==> config.mk <==
export PLATFORM = sky130hd
export DESIGN_NAME = uart_port
export DESIGN_NICKNAME = d
export VERILOG_FILES = /design/src/rtl/uart_pkg.sv /design/src/rtl/uart_tx_ser.sv /design/src/rtl/uart_port.sv
export SDC_FILE = /design/constraint.sdc
export NUM_CORES = 1
export LEC_CHECK = 0
export BUFFER_PORTS_ARGS = -buffer_cell sky130_fd_sc_hd__buf_2
export CAP_MARGIN = 20
export CORE_ASPECT_RATIO = 1.4
export CORE_MARGIN = 5
export CORE_UTILIZATION = 45
export CTS_CLUSTER_SIZE = 16
export DETAILED_ROUTE_END_ITERATION = 8
export SETUP_SLACK_MARGIN = 0.5
export SYNTH_ARGS = -nofsm -noshare
export SYNTH_HDL_FRONTEND = slang
export SYNTH_SLANG_ARGS = --single-unit
==> constraint.sdc <==
create_clock -name clk -period 2.4 [get_ports clk]
set_clock_uncertainty 0.15 [all_clocks]
set_input_delay 0.24 -clock clk [delete_from_list [all_inputs] [get_ports clk]]
set_output_delay 0.24 -clock clk [all_outputs]
set_load 0.02 [all_outputs]
==> src/rtl/uart_pkg.sv <==
// Shared state encodings and default bit timing for the uart_port slice.
package uart_pkg;

    localparam int unsigned CLKS_PER_BIT_DEFAULT = 16;

    typedef enum logic [1:0] {TxIdle, TxStart, TxData, TxStop} tx_state_e;
    typedef enum logic [1:0] {RxIdle, RxStart, RxData, RxStop} rx_state_e;

endpackage

==> src/rtl/uart_tx_ser.sv <==
// 8N1 transmit shifter: takes a byte on load_i and serialises it LSB first.
module uart_tx_ser
    import uart_pkg::*;
#(
    parameter int unsigned ClksPerBit = CLKS_PER_BIT_DEFAULT
) (
    input  logic       clk_i,
    input  logic       reset_i,
    input  logic       load_i,
    input  logic [7:0] data_i,
    output logic       ready_o,
    output logic       tx_o
);

    localparam int unsigned CntW = $clog2(ClksPerBit);
    localparam logic [CntW-1:0] LastCnt = CntW'(ClksPerBit - 1);

    tx_state_e       state_q, state_d;
    logic [CntW-1:0] cnt_q, cnt_d;
    logic [2:0]      bit_q, bit_d;
    logic [7:0]      shift_q, shift_d;
    logic            tx_q, tx_d;
    logic            bit_end;

    assign bit_end = (cnt_q == LastCnt);
    // Ready in the last stop-bit cycle too, so a queued byte follows with no idle gap.
    assign ready_o = (state_q == TxIdle) || ((state_q == TxStop) && bit_end);
    assign tx_o    = tx_q;

    always_comb begin
        state_d = state_q;
        cnt_d   = cnt_q;
        bit_d   = bit_q;
        shift_d = shift_q;
        tx_d    = tx_q;
        if (state_q != TxIdle) begin
            cnt_d = bit_end ? '0 : cnt_q + 1'b1;
        end
        case (state_q)
            TxIdle: begin
                if (load_i) begin
                    state_d = TxStart;
                    cnt_d   = '0;
                    shift_d = data_i;
                    tx_d    = 1'b0;
                end
            end
            TxStart: begin
                if (bit_end) begin
                    state_d = TxData;
                    bit_d   = '0;
                    tx_d    = shift_q[0];
                end
            end
            TxData: begin
                if (bit_end) begin
                    if (bit_q == 3'd7) begin
                        state_d = TxStop;
                        tx_d    = 1'b1;
                    end else begin
                        bit_d   = bit_q + 1'b1;
                        shift_d = shift_q >> 1;
                        tx_d    = shift_q[1];
                    end
                end
            end
            TxStop: begin
                if (bit_end) begin
                    if (load_i) begin
                        state_d = TxStart;
                        shift_d = data_i;
                        tx_d    = 1'b0;
                    end else begin
                        state_d = TxIdle;
                        tx_d    = 1'b1;
                    end
                end
            end
            default: state_d = TxIdle;
        endcase
    end

    always_ff @(posedge clk_i) begin
        if (reset_i) begin
            state_q <= TxIdle;
            cnt_q   <= '0;
            bit_q   <= '0;
            shift_q <= '0;
            tx_q    <= 1'b1;
        end else begin
            state_q <= state_d;
            cnt_q   <= cnt_d;
            bit_q   <= bit_d;
            shift_q <= shift_d;
            tx_q    <= tx_d;
        end
    end

endmodule

==> src/rtl/uart_port.sv <==
// CPU-facing 8N1 UART: double-buffered transmit path and single-byte receive
// holding register with sticky overrun and framing-error flags.
module uart_port
    import uart_pkg::*;
#(
    parameter int unsigned CLKS_PER_BIT = CLKS_PER_BIT_DEFAULT
) (
    input  logic       clk,
    input  logic       reset,
    input  logic       wr_en,
    input  logic [7:0] data_in,
    input  logic       rd_en,
    output logic [7:0] data_out,
    output logic       di_ready,
    output logic       do_ready,
    output logic       rx_overrun,
    output logic       rx_frame_err,
    input  logic       serial_rx,
    output logic       serial_tx
);

    localparam int unsigned CntW = $clog2(CLKS_PER_BIT);
    localparam logic [CntW-1:0] LastCnt = CntW'(CLKS_PER_BIT - 1);
    localparam logic [CntW-1:0] HalfCnt = CntW'(CLKS_PER_BIT / 2 - 1);

    // Transmit holding register. hold_armed_q lags hold_full_q by one cycle so the
    // shifter picks a fresh byte up two edges after the write.
    logic [7:0] hold_q, hold_d;
    logic       hold_full_q, hold_full_d;
    logic       hold_armed_q, hold_armed_d;
    logic       tx_ready, tx_load;

    assign tx_load  = hold_armed_q & tx_ready;
    assign do_ready = ~hold_full_q;

    always_comb begin
        hold_d       = hold_q;
        hold_full_d  = hold_full_q;
        hold_armed_d = hold_full_q;
        if (tx_load) begin
            hold_full_d  = 1'b0;
            hold_armed_d = 1'b0;
        end
        if (wr_en && !hold_full_q) begin
            hold_d      = data_in;
            hold_full_d = 1'b1;
        end
    end

    uart_tx_ser #(
        .ClksPerBit(CLKS_PER_BIT)
    ) u_tx_ser (
        .clk_i  (clk),
        .reset_i(reset),
        .load_i (tx_load),
        .data_i (hold_q),
        .ready_o(tx_ready),
        .tx_o   (serial_tx)
    );

    logic            rx_meta_q, rx_sync_q, rx_prev_q;
    rx_state_e       rx_state_q, rx_state_d;
    logic [CntW-1:0] rx_cnt_q, rx_cnt_d;
    logic [2:0]      rx_bit_q, rx_bit_d;
    logic [7:0]      rx_shift_q, rx_shift_d;
    logic            rx_done, rx_bad;

    // Falling-edge start detect: a line held low after a bad stop bit cannot re-trigger.
    always_comb begin
        rx_state_d = rx_state_q;
        rx_cnt_d   = rx_cnt_q;
        rx_bit_d   = rx_bit_q;
        rx_shift_d = rx_shift_q;
        rx_done    = 1'b0;
        rx_bad     = 1'b0;
        case (rx_state_q)
            RxIdle: begin
                if (rx_prev_q && !rx_sync_q) begin
                    rx_state_d = RxStart;
                    rx_cnt_d   = '0;
                end
            end
            RxStart: begin
                if (rx_cnt_q == HalfCnt) begin
                    rx_cnt_d   = '0;
                    rx_bit_d   = '0;
                    rx_state_d = rx_sync_q ? RxIdle : RxData;
                end else begin
                    rx_cnt_d = rx_cnt_q + 1'b1;
                end
            end
            RxData: begin
                if (rx_cnt_q == LastCnt) begin
                    rx_cnt_d   = '0;
                    rx_shift_d = {rx_sync_q, rx_shift_q[7:1]};
                    if (rx_bit_q == 3'd7) begin
                        rx_state_d = RxStop;
                    end else begin
                        rx_bit_d = rx_bit_q + 1'b1;
                    end
                end else begin
                    rx_cnt_d = rx_cnt_q + 1'b1;
                end
            end
            RxStop: begin
                if (rx_cnt_q == LastCnt) begin
                    rx_cnt_d   = '0;
                    rx_state_d = RxIdle;
                    rx_done    = rx_sync_q;
                    rx_bad     = ~rx_sync_q;
                end else begin
                    rx_cnt_d = rx_cnt_q + 1'b1;
                end
            end
            default: rx_state_d = RxIdle;
        endcase
    end

    logic [7:0] data_out_q, data_out_d;
    logic       di_ready_q, di_ready_d;
    logic       overrun_q, overrun_d;
    logic       frame_err_q, frame_err_d;
    logic       rd_ack;

    always_comb begin
        data_out_d  = data_out_q;
        di_ready_d  = di_ready_q;
        overrun_d   = overrun_q;
        frame_err_d = frame_err_q;
        rd_ack      = rd_en && di_ready_q;
        if (rd_ack) begin
            di_ready_d  = 1'b0;
            overrun_d   = 1'b0;
            frame_err_d = 1'b0;
        end
        if (rx_done) begin
            if (!di_ready_q || rd_ack) begin
                data_out_d = rx_shift_q;
                di_ready_d = 1'b1;
            end else begin
                overrun_d = 1'b1;
            end
        end
        if (rx_bad) begin
            frame_err_d = 1'b1;
        end
    end

    assign data_out     = data_out_q;
    assign di_ready     = di_ready_q;
    assign rx_overrun   = overrun_q;
    assign rx_frame_err = frame_err_q;

    always_ff @(posedge clk) begin
        if (reset) begin
            hold_q       <= '0;
            hold_full_q  <= 1'b0;
            hold_armed_q <= 1'b0;
            rx_meta_q    <= 1'b1;
            rx_sync_q    <= 1'b1;
            rx_prev_q    <= 1'b1;
            rx_state_q   <= RxIdle;
            rx_cnt_q     <= '0;
            rx_bit_q     <= '0;
            rx_shift_q   <= '0;
            data_out_q   <= '0;
            di_ready_q   <= 1'b0;
            overrun_q    <= 1'b0;
            frame_err_q  <= 1'b0;
        end else begin
            hold_q       <= hold_d;
            hold_full_q  <= hold_full_d;
            hold_armed_q <= hold_armed_d;
            rx_meta_q    <= serial_rx;
            rx_sync_q    <= rx_meta_q;
            rx_prev_q    <= rx_sync_q;
            rx_state_q   <= rx_state_d;
            rx_cnt_q     <= rx_cnt_d;
            rx_bit_q     <= rx_bit_d;
            rx_shift_q   <= rx_shift_d;
            data_out_q   <= data_out_d;
            di_ready_q   <= di_ready_d;
            overrun_q    <= overrun_d;
            frame_err_q  <= frame_err_d;
        end
    end

endmodule
==> qor.txt <==
status: finished, final reports clean
final hold slack: 10.2 ps
H-Tree Depth: 3
WL/cell: 13.7 µm
Post-Syn Area: 0.00266 mm²
CTS sink count: 59
Rows: 33
1st-iter DRT viols: 106
Critical Path Sink: u_tx_ser.shift_q[5]$_SDFFE_PP0P_
HPWL Detailed: 3680 µm
largest family of logic cells by synthesized area: simple AND/OR/NAND/NOR gates
sequential fraction of the synthesis area: 44.5%
fillcell total: 509
CP Capture Type: register
Global Route Usage Sum: 15.9%
Worst path max stage delay: 400 ps
number of synthesized flops with an enable pin: 0
Slew Limit Fails: 0
reg2reg end: u_tx_ser.shift_q[5]$_SDFFE_PP0P_
PwrDens: 800 mW/mm²
Yosys reg bits: 59
TritonCTS clock tree: done
most common cell in the synthesized netlist: dfxtp_1
setup ws final: 502 ps
CTS Buffer Depth: 2
drt drc: 0
Bufs and invs on worst path: 2
DR vias: 2217
Levels on crit path: 7
Ys Warns: 0
initial antenna violation count: 0
Max Cap Violations: 0
min-delay src: data_in[0]
TritonCTS buffer count: 9
Clk pin slew, worst setup/hold paths: 70 ps
Synth cell types: 42
peak supply drop: 546 µV
Worst Path Arrival: 2000 ps
FF-to-FF path depth: 7
ys async rst share: 0%
Final Hold Fails: 0
starting density of the core: 45.6%
worst-skew pair later-pin latency: 330 ps
Worst Setup SP: u_tx_ser.state_q[0]$_SDFFE_PP0P_
first-pass GRT wire length: 9320 µm
largest net degree at the start of global routing: 35
relative max-transition margin: 58.8%
Multi-input gate area: 0.00150 mm²
Mapped Cells: 306
top cell type's share of synthesized area: 44.5%
fin nets: 367
Syn Area/Cell: 8.68 µm²
crit share post-route: 79.1%
leading area contributor after synthesis: dfxtp_1
R2R setup slack: 500 ps
die area: 0.00756 mm²
slowest CP cell: or3b_4
I/O pin count: 26
FMAX: 527 MHz
clock root cell: clkbuf_8
TritonRoute pass-1 iters: 4
Final Cell Area: 0.00337 mm²
post-synthesis xor/xnor area fraction: 0.659%
Worst-Margin Slew: 619 ps
final WL: 5710 µm
Placed Area: 0.00286 mm²
ranking of synthesized cells by area: dfxtp_1 (44%), mux2i_1 (7.2%), a21oi_1 (5.7%), nand2_1 (5.2%), ha_1 (5.2%)
Worst Setup Slack post-DPL: 384 ps
setup TNS: 0 ps
vias in the first global route: 2077
Adder-Cell Fraction of Synth Area: 5.18%
RSZ-0062 raised after global routing: true
number of routed nets with antenna violations: 0
Core Area: 0.00582 mm²
mux cell area share after synthesis: 7.16%
ant diodes: 0
Leak: 1.28 nW
startpoint types: register
die width: 74.9 µm
CP max FO: 7
chip height: 101 µm
Worst EP required: 2510 ps
crit path cell chain: inv_4 -> ha_4 -> or3b_4 -> a211oi_4 -> buf_6 -> nor3_2 -> a211oi_2
FF-to-FF Start: u_tx_ser.state_q[0]$_SDFFE_PP0P_
fraction of layout instances using a drive strength above 1: 25.1%
Placer Congestion: 0.732
simple-gate share of the synthesized area: 21.9%
crit path time final: 1900 ps
GR Overflow Total: 0
syn_nets: 330
Top FF cell, synth: dfxtp_1
IO Port Bufs: 25
CP Class: register to register
final setup fails: 0
Sequential Area: 0.00119 mm²
Synth Area in Compound Gates: 16.5%
cell family with most CP delay: simple AND/OR/NAND/NOR gates
most frequent cells after synthesis: dfxtp_1 (59), nand2_1 (37), a21oi_1 (30)
area delta synth->final: 26.8%
type of the most critical hold path: input port to register
post-DR vias/cell: 5.32
## how the worst min path moves through the flow
stage	endpoint	depth (start not counted)
after floorplan	rx_meta_q$_SDFF_PP1_	1
final	hold_q[0]$_SDFFE_PP0P_	3
after global placement	rx_sync_q$_SDFF_PP1_	1
after detailed placement	rx_sync_q$_SDFF_PP1_	1
after CTS	hold_q[0]$_SDFFE_PP0P_	3
after global routing	hold_q[0]$_SDFFE_PP0P_	3
## tightest hold or removal path, stage by stage
cell     delay (ps)
buf_2           100
nand2_1          50
a21oi_1          50
## cells by family after synthesis
family	count (synthesis)
and+or+nand+nor	116
xor gates and xnor gates	2
adders and majority gates	11
DFF	59
buffers and inverters	26
AOI/OAI and AO/OA	73
muxes	19
## stage by stage
stage	instances	util (%)	total power [mW]
3_3_place_gp	387	49.1	1.61
5_1_grt	417	57.8	2.83
4_1_cts	416	55.9	2.68
3_5_place_dp	387	49.1	1.61
2_1_floorplan	306	-	1.50
6_report	417	57.8	2.69
## layout make-up
class                      instances  share of cell area, %
clock inverter                     5                   2.30
multi-input combinational        221                   44.7
sequential                        59                   35.4
clock buffer                      10                   4.09
tap                               70                   2.60
inverter                           6                  0.743
timing repair buffer              46                   10.2
## sequential cells by signal, indices dropped and copies added, names as in the netlist, named ones only
register and cells:
rx_sync_q 1, hold_armed_q 1, u_tx_ser.tx_o 1, u_tx_ser.bit_q 3
u_tx_ser.cnt_q 4, rx_overrun 1, rx_cnt_q 4, u_tx_ser.state_q 2
rx_shift_q 8, hold_full_q 1, rx_meta_q 1, rx_bit_q 3
rx_prev_q 1, data_out 8, rx_frame_err 1, u_tx_ser.shift_q 8
rx_state_q 1, hold_q 8, di_ready 1
## power breakdown
part	leakage (nW)	switching [mW]	total (mW)	internal [mW]
clock	0.108	0.389	0.992	0.603
combinational	0.693	0.303	0.586	0.283
sequential	0.481	0.0660	1.12	1.05
total	1.28	0.758	2.69	1.94
## layout by cell type, fill, tap and decap left out, types with 5 or more instances in the layout
master / synthesis / routed
a21oi_1: 30 / 29
buf_2: 1 / 25
dlygate4sd3_1: 0 / 8
nor2_1: 28 / 27
nand3_1: 5 / 5
clkbuf_8: 0 / 10
buf_4: 1 / 9
nand2_1: 37 / 37
nand4_1: 5 / 5
nor2b_1: 6 / 6
ha_4: 0 / 6
o21ai_0: 22 / 22
dfxtp_1: 59 / 55
nor3_1: 11 / 7
mux2i_1: 19 / 19
## timing repair
item,4_1_cts,5_1_grt
endpoints found under the hold margin,8,0
cloned,0,0
hold buffers,8,0
buffers inserted,6,1
resized for setup,12,19
setup endpoints to repair,24,19
pin swaps,11,13
## layer usage
layer	vias to the layer above	global-route usage [%]	wire length [µm]
li1	1145	-	-
met1	1025	19.0	2580
met2	40	25.6	2840
met3	7	4.89	194
met4	0	7.12	90
met5	-	0	0
(Power assumes the default switching activity.)
